[config.mk]
export PLATFORM = sky130hd
export DESIGN_NAME = key_ctrl_flat
export DESIGN_NICKNAME = d
export VERILOG_FILES = /design/src/rtl/key_ctrl_if.sv /design/src/rtl/key_ctrl.sv /design/src/flat_wrapper.sv
export SDC_FILE = /design/constraint.sdc
export NUM_CORES = 1
export LEC_CHECK = 0
export CORE_ASPECT_RATIO = 0.7
export CORE_UTILIZATION = 55
export DETAILED_ROUTE_END_ITERATION = 16
export MAX_ROUTING_LAYER = met4
export PLACE_DENSITY = 0.78
export SLEW_MARGIN = 20
export SYNTH_ARGS = -nofsm -noshare
export SYNTH_HDL_FRONTEND = slang
export SYNTH_SLANG_ARGS = --single-unit
[constraint.sdc]
create_clock -name clk -period 5 [get_ports clk]
set_input_delay 1 -clock clk [delete_from_list [all_inputs] [get_ports clk]]
set_output_delay 1 -clock clk [all_outputs]
set_load 0.02 [all_outputs]
[src/rtl/key_ctrl_if.sv]
// Register-bridge port bundle for key_ctrl: word address, write strobe, write and read data.
interface key_ctrl_if;
  logic [1:0]  Addr;
  logic        WE;
  logic [31:0] Din;
  logic [31:0] Dout;

  modport master (output Addr, output WE, output Din, input Dout);
  modport slave  (input Addr, input WE, input Din, output Dout);
endinterface

[src/rtl/key_ctrl.sv]
// Eight-key debouncer with a bridge register file (STATE/PEND/MASK/CTRL) and a level interrupt.
// Each key is synchronised, debounced by a stability counter, and raises PEND on an accepted edge.
module key_ctrl #(
  parameter int unsigned DB_LIMIT = 500000,
  parameter int unsigned DB_W     = 20
) (
  input  logic       clk,
  input  logic       reset,
  input  logic [7:0] key_n,
  key_ctrl_if.slave  bus,
  output logic       IRQ
);

  localparam logic [DB_W-1:0] CNT_LAST = DB_W'(DB_LIMIT - 1);

  logic [7:0]      sync1_q, sync2_q;
  logic [7:0]      ks;
  logic [7:0]      st_q, st_d;
  logic [DB_W-1:0] cnt_q [8];
  logic [DB_W-1:0] cnt_d [8];
  logic [7:0]      pend_q, pend_d;
  logic [7:0]      mask_q, mask_d;
  logic            both_q, both_d;
  logic            ie_q, ie_d;
  logic            irq_q, irq_d;
  logic [7:0]      rise, fall, w1c;
  logic            wr_pend, wr_mask, wr_ctrl;
  logic            unused_din;

  assign ks = ~sync2_q;

  // A bounce back to the accepted level restarts the count from zero.
  for (genvar gi = 0; gi < 8; gi++) begin : g_db
    assign cnt_d[gi] = (ks[gi] == st_q[gi] || cnt_q[gi] == CNT_LAST)
                       ? '0 : cnt_q[gi] + DB_W'(1);
    assign st_d[gi]  = (ks[gi] != st_q[gi] && cnt_q[gi] == CNT_LAST)
                       ? ks[gi] : st_q[gi];
  end

  assign rise    = st_d & ~st_q;
  assign fall    = ~st_d & st_q;
  assign wr_pend = bus.WE && bus.Addr == 2'd1;
  assign wr_mask = bus.WE && bus.Addr == 2'd2;
  assign wr_ctrl = bus.WE && bus.Addr == 2'd3;
  assign w1c     = wr_pend ? bus.Din[7:0] : 8'h00;

  // Set is OR-ed after the clear so a same-edge event survives a W1C.
  assign pend_d = (pend_q & ~w1c) | rise | (both_q ? fall : 8'h00);
  assign mask_d = wr_mask ? bus.Din[7:0] : mask_q;
  assign both_d = wr_ctrl ? bus.Din[1] : both_q;
  assign ie_d   = wr_ctrl ? bus.Din[0] : ie_q;
  assign irq_d  = ie_q & (|(pend_q & mask_q));

  assign unused_din = ^bus.Din[31:8];

  always_ff @(posedge clk) begin
    if (reset) begin
      sync1_q <= 8'hFF;
      sync2_q <= 8'hFF;
      st_q    <= 8'h00;
      pend_q  <= 8'h00;
      mask_q  <= 8'h00;
      both_q  <= 1'b0;
      ie_q    <= 1'b0;
      irq_q   <= 1'b0;
      for (int i = 0; i < 8; i++) cnt_q[i] <= '0;
    end else begin
      sync1_q <= key_n;
      sync2_q <= sync1_q;
      st_q    <= st_d;
      pend_q  <= pend_d;
      mask_q  <= mask_d;
      both_q  <= both_d;
      ie_q    <= ie_d;
      irq_q   <= irq_d;
      for (int i = 0; i < 8; i++) cnt_q[i] <= cnt_d[i];
    end
  end

  always_comb begin
    bus.Dout = 32'h0;
    case (bus.Addr)
      2'd0:    bus.Dout = {24'h0, st_q};
      2'd1:    bus.Dout = {24'h0, pend_q};
      2'd2:    bus.Dout = {24'h0, mask_q};
      default: bus.Dout = {30'h0, both_q, ie_q};
    endcase
  end

  assign IRQ = irq_q;

endmodule
[src/flat_wrapper.sv]
// flat-port wrapper written by rule: the top's interface ports become plain ports
module key_ctrl_flat 
#(
  parameter int unsigned DB_LIMIT = 500000,
  parameter int unsigned DB_W     = 20
)
  (clk, reset, key_n, IRQ, bus_Addr, bus_WE, bus_Din, bus_Dout);
  key_ctrl_if bus_i ();
  input  logic clk;
  input  logic reset;
  input  logic [7:0] key_n;
  output logic IRQ;
  input wire logic [$bits(bus_i.Addr)-1:0] bus_Addr;
  input wire logic [$bits(bus_i.WE)-1:0] bus_WE;
  input wire logic [$bits(bus_i.Din)-1:0] bus_Din;
  output wire logic [$bits(bus_i.Dout)-1:0] bus_Dout;
  assign bus_i.Addr = bus_Addr;
  assign bus_i.WE = bus_WE;
  assign bus_i.Din = bus_Din;
  assign bus_Dout = bus_i.Dout;
  key_ctrl #(.DB_LIMIT(DB_LIMIT), .DB_W(DB_W)) u_core (.clk(clk), .reset(reset), .key_n(key_n), .bus(bus_i), .IRQ(IRQ));
endmodule
==> impl_metrics.json, run 1 <==
{
  "clock_latency_ps": 490,
  "antenna_found_initial": 0,
  "async_reset_ff_frac": 0,
  "io_pins": 78,
  "slew_viol_final": 0,
  "max_slew_margin": 0.384,
  "final_cell_mix": "dfxtp_1 (203), nor2_1 (161), nand3_1 (71)",
  "top_layer": "met4",
  "via_count": 7332,
  "drt_first_pass_iters": 5,
  "synthCells": 1047,
  "layout-drive-gt1-share": 0.0659,
  "yosys.area.top_type": "dfxtp_1",
  "drv_cap": 0,
  "grt_util_all_layers": 0.219,
  "routedWlPerCell_um": 14.0,
  "netlist-cell-type-count": 56,
  "grt_pass1_vias": 6446,
  "cellLeakagePower_nw": 3.16,
  "synthTopCellsByArea": "dfxtp_1 (44%), nor2_1 (6.6%), xnor2_1 (6.6%)",
  "postCtsSetupRepairBufs": 0,
  "place_area_mm2": 0.00954,
  "syn_area_per_cell_um2": 8.79,
  "wl_met2_um": 8010,
  "status": "completed",
  "fin_skew_ps": 9.10,
  "fin_area_mm2": 0.0102,
  "syn-cell-area_mm2": 0.00920,
  "synthToLayoutAreaGrowth_pct": 10.9,
  "hold_class": "reg -> reg",
  "required_ps": 4000,
  "wl_met3_um": 746,
  "vias_per_cell": 5.63,
  "finalSetupViolations": 0,
  "clockRootBuffer": "clkbuf_16",
  "core_mm2": 0.0163,
  "final_hold_viol_count": 0,
  "die_height_um": 110,
  "peakVddDrop_mv": 0.205,
  "grt_max_degree": 52,
  "critPathArrivalTime_ps": 3060,
  "holdWs_ps": 412,
  "numCtsBuffers": 20,
  "powerDensity_mw_per_mm2": 316,
  "htreeDepth": 1,
  "rows": 39,
  "dp_cells": 1269,
  "timing.fmax_mhz": 246,
  "clkSlewWorstSetupHoldPaths_ps": 60,
  "cts_hold_buffers": 0,
  "finalPower_mw": 3.22,
  "critPathLaunchType": "input pin",
  "final_cells": 1303,
  "drt-initial-drc-count": 491,
  "grt_pass1_wl_um": 30500,
  "io_buffers": 29,
  "synth_top_area_frac": 0.442,
  "antenna_left": 0,
  "drc": 0,
  "die_width_um": 157,
  "cts_tree": "built",
  "worstPathMaxFanout": 11,
  "fin_setup_tns_ps": 0,
  "cts.repair.resized": 0,
  "final_common_cell": "dfxtp_1",
  "die_area_mm2": 0.0173,
  "ys_seq_area_frac": 0.442,
  "clockBufferDepth": 3,
  "path_class": "in -> out",
  "tightestPinTransition_ps": 924,
  "rsz0062_at_grt": "false",
  "cts.sinks": 203,
  "synthFlopType": "dfxtp_1",
  "place_congestion": 0.854,
  "synth-seq-cells": 203,
  "yosysWarnings": 0,
  "nNetsFinal": 1119,
  "initial_core_util": 0.563,
  "diodes": 0,
  "synth_edf_count": 0,
  "overflow": 0,
  "finalCriticalPeriod_ps": 4060,
  "dpl.hpwl_um": 12200,
  "m1WireLength_um": 9250,
  "drt_wl_total_um": 18200,
  "endpoint_kind": "output pin",
  "period_share": 0.813
}
-- flip-flops by register name (all words and copies together) (netlist names) --
signal,cells
u_core.IRQ,1
u_core.ie_q,1
u_core.sync2_q,8
u_core.mask_q,8
u_core.sync1_q,8
u_core.cnt_q,160
u_core.st_q,8
u_core.pend_q,8
u_core.both_q,1
-- metal layers --
metal | up-vias | track usage
met5 | - | -
met4 | 0 | 0.0364
met3 | 21 | 0.0364
met2 | 124 | 0.337
met1 | 3480 | 0.307
li1 | 3707 | -
-- power by group --
group	internal [mW]	total (mW)	switching [mW]	leakage [nW]
logic	0.0312	0.0844	0.0532	1.19
clock network	0.905	1.50	0.595	0.329
registers	1.63	1.64	0.00940	1.64
total	2.56	3.22	0.657	3.16
-- logic make-up (layout without fill, tap and decap cells) --
| group | after synthesis | count (layout) | share of synthesized area |
|---|---|---|---|
| DFF | 203 | 203 | 0.442 |
| adders and majority gates | 8 | 8 | 0.0109 |
| xor gates and xnor gates | 114 | 114 | 0.109 |
| buffers and inverters | 90 | 98 | 0.0492 |
| other | 1 | 24 | 0.000408 |
| muxes | 18 | 18 | 0.0223 |
| AOI/OAI and AO/OA | 124 | 124 | 0.0829 |
| and+or+nand+nor | 489 | 489 | 0.284 |
-- final cells by class --
| class | instances | area, um^2 |
|---|---|---|
| Timing Repair Buffer | 31 | 300 |
| Clock buffer | 31 | 623 |
| Fill cell | 1402 | 6140 |
| Clock inverter | 3 | 40.0 |
| Multi-Input combinational cell | 777 | 4770 |
| Tap cell | 225 | 282 |
| Inverter | 33 | 124 |
| Sequential cell | 203 | 4060 |
-- synthesized netlist by cell type (3+ instances only) --
cell type,n
a32oi_1,7
a21oi_1,44
clkbuf_1,21
or4_1,14
dfxtp_1,203
nand4_4,3
nor4_1,32
o31ai_1,9
nand2_1,50
xor2_1,45
buf_2,7
ha_1,8
nor3_1,23
nand4_1,41
nand4_2,3
or2_2,19
nand3_1,71
or3_1,22
xnor2_1,69
and4_1,11
a211o_1,6
buf_4,26
nor2_1,161
or4_4,5
a311oi_1,8
inv_1,33
o21ai_0,38
nor4b_1,6
mux2i_1,16
and3_1,10
-- metrics by stage --
stage	setup WS (ps)	utilization
2_1_floorplan	2010	-
3_3_place_gp	1000	0.584
3_5_place_dp	963	0.584
4_1_cts	937	0.624
5_1_grt	822	0.624
6_report	937	0.624
-- path summary, 6_finish.rpt --
| check | from | endpoint | slack, ps | cells past startpoint |
|---|---|---|---|---|
| setup reg to reg | u_core.cnt_q[0][120] | u_core.cnt_q[0][131] | 2610 | 5 |
| hold reg to reg | u_core.sync1_q[3] | u_core.sync2_q[3] | 410 | 1 |
| setup / recovery | bus_Addr[1] | bus_Dout[5] | 940 | 6 |
| hold / removal | u_core.sync1_q[3] | u_core.sync2_q[3] | 410 | 1 |
-- worst max-delay path, stage by stage --
cell and delay [ps]:
clkdlybuf4s50_1 760, nor2b_1 310, buf_4 190, nand2_1 60, o21ai_0 80, clkdlybuf4s50_1 650
Note: power is estimated with default switching activity, not from simulation.
==> run 2: changes to the inputs <==
CORE_UTILIZATION = 52   (was 55)
clock period = 3.7 ns   (was 5 ns; I/O delays follow)
==> impl_metrics.json, run 2 (same netlist as run 1, synthesis figures left out) <==
{
  "slew_viol_final": 0,
  "endpoint_kind": "output pin",
  "finalSetupViolations": 0,
  "cts.repair.resized": 0,
  "die_height_um": 113,
  "p_sw_uw": 896,
  "final_common_cell": "dfxtp_1",
  "crit_path_start": "bus_Addr[1]",
  "grt_pass1_vias": 6529,
  "antenna_left": 0,
  "synthToLayoutAreaGrowth_pct": 10.8,
  "nNetsFinal": 1121,
  "die_width_um": 161,
  "drt-initial-drc-count": 404,
  "final_cell_mix": "dfxtp_1 (203), nor2_1 (161), nand3_1 (71)",
  "cts.sinks": 203,
  "regMostFlops": "u_core.cnt_q",
  "drt_wl_total_um": 18100,
  "timing.fmax_mhz": 297,
  "fin_skew_ps": 10.4,
  "cp_slowest_cell": "clkdlybuf4s50_1",
  "core_mm2": 0.0172,
  "numCtsBuffers": 20,
  "drc": 0,
  "fin_ws_ps": 334,
  "clockBufferDepth": 3,
  "cpLargestDelayFamily": "buffers and inverters",
  "r2r_start": "u_core.cnt_q[0][120]",
  "postCtsSetupRepairBufs": 0,
  "hold_class": "reg -> reg",
  "fin_setup_tns_ps": 0,
  "r2r_slack_ps": 1330,
  "place_congestion": 0.868,
  "reg2regPathDepth": 5,
  "peakVddDrop_mv": 0.389,
  "cp.buffers_inverters": 3,
  "rsz0062_at_grt": "false",
  "cpMostUsedCell": "clkdlybuf4s50_1",
  "dpl.hpwl_um": 12200,
  "critPathArrivalTime_ps": 2630,
  "crit_chain": "clkdlybuf4s50_1 -> nor2b_1 -> buf_12 -> nand2_1 -> o21ai_0 -> clkdlybuf4s50_1",
  "p_int_mw": 3.38,
  "max_slew_margin": 0.490,
  "cp-endpoint": "bus_Dout[3]",
  "required_ps": 2960,
  "grt_pass1_wl_um": 31000,
  "drt_first_pass_iters": 6,
  "io_buffers": 29,
  "final_hold_viol_count": 0,
  "tightestPinTransition_ps": 765,
  "cts_tree": "built",
  "vias_per_cell": 5.48,
  "path_class": "in -> out",
  "hold_depth": 1,
  "period_share": 0.910,
  "grt_max_degree": 42,
  "clockRootBuffer": "clkbuf_16",
  "drv_cap": 0,
  "cts_hold_buffers": 0,
  "layout-drive-gt1-share": 0.0648,
  "io_pins": 78,
  "power.share.sequential": 0.518,
  "clock_latency_ps": 490,
  "critPathLaunchType": "input pin",
  "largest_reg_flops": 160,
  "r2r-end": "u_core.cnt_q[0][131]",
  "swShare": 0.210,
  "overflow": 0,
  "place_ws_ps": 345,
  "fin_util": 0.592,
  "clkSlewWorstSetupHoldPaths_ps": 60,
  "initial_core_util": 0.534,
  "cellLeakagePower_nw": 3.15,
  "finalCriticalPeriod_ps": 3370,
  "die_area_mm2": 0.0182,
  "routedWlPerCell_um": 13.7,
  "grt_util_all_layers": 0.208,
  "htreeDepth": 1,
  "cp_slowest_stage_delay_ps": 690,
  "cp_num_cells": 6,
  "antenna_found_initial": 1,
  "via_count": 7189,
  "comb_power_share": 0.027,
  "p_clk_frac": 0.455,
  "powerDensity_mw_per_mm2": 419,
  "rows": 40,
  "status": "completed",
  "worstPathMaxFanout": 14,
  "finalPower_mw": 4.27
}
run 2: cell count changes in the layout (fill, tap and decap cells not counted):
cell and delta:
buf_4 +1, buf_12 +1, clkbuf_1 +4, diode_2 +1, clkinv_2 +2, clkbuf_8 -5
run 2: routing by layer:
layer	track usage	wire, um
met3	0.0315	664
met4	0.0528	365
met2	0.316	7840
met5	-	0
met1	0.287	9180
run 2: final cells by class:
class | count | area (um^2)
Fill cell | 1494 | 7020
Clock buffer | 30 | 569
Sequential cell | 203 | 4060
Inverter | 33 | 124
Antenna cell | 1 | 2.50
Clock inverter | 5 | 50.0
Multi-Input combinational cell | 777 | 4770
Tap cell | 231 | 289
Timing Repair Buffer | 33 | 328
run 2: how the worst min path moves through the flow:
stage	startpoint	end	slack, ps
6_report	u_core.sync1_q[0]	u_core.sync2_q[0]	410
5_1_grt	u_core.sync1_q[2]	u_core.sync2_q[2]	430
4_1_cts	u_core.sync1_q[0]	u_core.sync2_q[0]	410
3_5_place_dp	u_core.sync1_q[0]	u_core.sync2_q[0]	390
3_3_place_gp	u_core.sync1_q[0]	u_core.sync2_q[0]	390
2_1_floorplan	u_core.sync1_q[0]	u_core.sync2_q[0]	390
run 2: stage by stage:
| step | area, um^2 | hold slack [ps] | cells |
|---|---|---|---|
| after detailed placement | 9580 | 392 | 1277 |
| final | 10200 | 408 | 1313 |
| after global placement | 9580 | 391 | 1277 |
| after floorplan | 9290 | 389 | 1070 |
| after global routing | 10200 | 429 | 1313 |
| after CTS | 10200 | 408 | 1312 |
run 2: power groups by stage:
stage	Combinational, mW	Sequential [mW]	Clock (mW)
global route	0.127	2.21	2.09
finish	0.117	2.21	1.94
CTS	0.117	2.21	1.99
global placement	0.115	2.26	0
floorplan	0.0962	2.26	0
detailed placement	0.117	2.26	0
==> run 3: changes to the inputs <==
CORE_ASPECT_RATIO = 0.6   (was 0.7)
==> impl_metrics.json, run 3 (same netlist as run 1, synthesis figures left out) <==
{
  "drc": 0,
  "dp_cells": 1279,
  "grt_pass1_vias": 6631,
  "fin_skew_ps": 11.9,
  "powerDensity_mw_per_mm2": 424,
  "numCtsBuffers": 19,
  "regMostFlops": "u_core.cnt_q",
  "final_hold_viol_count": 0,
  "place_ws_ps": 398,
  "peakVddDrop_mv": 0.305,
  "drt-initial-drc-count": 589,
  "comb_power_share": 0.027,
  "tightestPinTransition_ps": 900,
  "clock_latency_ps": 490,
  "core_mm2": 0.0172,
  "antenna_found_initial": 0,
  "endpoint_kind": "output pin",
  "p_sw_uw": 934,
  "diodes": 0,
  "final_cell_mix": "dfxtp_1 (203), nor2_1 (161), nand3_1 (71)",
  "routedWlPerCell_um": 14.2,
  "via_count": 7293,
  "finalCriticalPeriod_ps": 3320,
  "required_ps": 2960,
  "slew_viol_final": 0,
  "worstPathMaxFanout": 11,
  "cp_slowest_cell": "clkdlybuf4s50_1",
  "nNetsFinal": 1119,
  "io_pins": 78,
  "io_buffers": 29,
  "cts_hold_buffers": 0,
  "place_congestion": 0.838,
  "power.share.sequential": 0.511,
  "finalSetupViolations": 0,
  "path_class": "in -> out",
  "grt_pass1_wl_um": 32300,
  "final_cells": 1313,
  "die_width_um": 174,
  "synthToLayoutAreaGrowth_pct": 10.8,
  "drv_cap": 0,
  "critPathArrivalTime_ps": 2580,
  "cts_tree": "built",
  "fin_ws_ps": 384,
  "vias_per_cell": 5.55,
  "drt_first_pass_iters": 4,
  "critPathLaunchType": "input pin",
  "dpl.hpwl_um": 12700,
  "clockRootBuffer": "clkbuf_16",
  "cp_slowest_stage_delay_ps": 650,
  "layout-drive-gt1-share": 0.0686,
  "rsz0062_at_grt": "false",
  "antenna_left": 0,
  "postCtsSetupRepairBufs": 0,
  "hold_class": "reg -> reg",
  "cts.repair.resized": 0,
  "overflow": 0,
  "crit_chain": "clkdlybuf4s50_1 -> nor2b_1 -> buf_4 -> nand2_1 -> o21ai_0 -> clkdlybuf4s50_1",
  "grt_util_all_layers": 0.214,
  "rows": 37,
  "grt_max_degree": 52,
  "fin_setup_tns_ps": 0,
  "p_clk_frac": 0.462,
  "clockBufferDepth": 3,
  "cellLeakagePower_nw": 3.15,
  "timing.fmax_mhz": 302,
  "clkSlewWorstSetupHoldPaths_ps": 70,
  "die_height_um": 105,
  "htreeDepth": 1,
  "drt_wl_total_um": 18700,
  "p_int_mw": 3.39,
  "status": "completed",
  "period_share": 0.896,
  "cts.sinks": 203,
  "max_slew_margin": 0.400,
  "swShare": 0.216,
  "die_area_mm2": 0.0182,
  "initial_core_util": 0.534,
  "largest_reg_flops": 160,
  "cpMostUsedCell": "clkdlybuf4s50_1",
  "final_common_cell": "dfxtp_1"
}
run 3: changes by cell type in the layout (fill, tap and decap cells not counted), sizes merged:
| cell | before | now |
|---|---|---|
| buf | 5 | 4 |
| bufinv | 1 | 2 |
| clkbuf | 30 | 24 |
| clkinv | 4 | 5 |
| clkinvlp | 0 | 2 |
| diode | 1 | 0 |
| inv | 33 | 34 |
run 3: final cells by class:
type | count | area (um^2)
fill | 1507 | 7030
multi-input combinational | 777 | 4770
sequential | 203 | 4060
clock buffer | 24 | 524
timing repair buffer | 32 | 308
tap | 234 | 293
inverter | 33 | 124
clock inverter | 10 | 113
run 3: final timing paths:
check / start / slack [ps] / to / depth (start not counted)
max: bus_Addr[0] / 380 / bus_Dout[4] / 6
min: u_core.sync1_q[4] / 400 / u_core.sync2_q[4] / 1
max reg2reg: u_core.cnt_q[0][120] / 1310 / u_core.cnt_q[0][134] / 5
min reg2reg: u_core.sync1_q[4] / 400 / u_core.sync2_q[4] / 1
run 3: power by group through the flow:
stage / combinational, mW / clock, mW / sequential [mW]
3_5_place_dp: 0.115 / 0 / 2.26
4_1_cts: 0.115 / 2.04 / 2.21
5_1_grt: 0.125 / 2.14 / 2.21
3_3_place_gp: 0.113 / 0 / 2.26
6_report: 0.115 / 2.00 / 2.21
2_1_floorplan: 0.0962 / 0 / 2.26
run 3: metal layers:
metal	wire length [um]	GRT usage	vias up
met4	391	0.0470	0
met5	0	-	-
met3	759	0.0273	32
met1	9850	0.319	3395
li1	-	-	3717
met2	7690	0.305	149
run 3: critical path: cells and delay by family:
family	cells	cell delay, ps
compound gates	1	100
buf+inv	3	1380
simple gates	2	350
run 3: per-stage QoR:
stage	hold slack (ps)	area (um^2)	util	total power, mW
6_report	405	10200	0.592	4.33
5_1_grt	420	10200	0.592	4.47
4_1_cts	401	10200	0.592	4.36
3_5_place_dp	393	9560	0.555	2.38
3_3_place_gp	392	9560	0.555	2.37
2_1_floorplan	389	9290	-	2.35
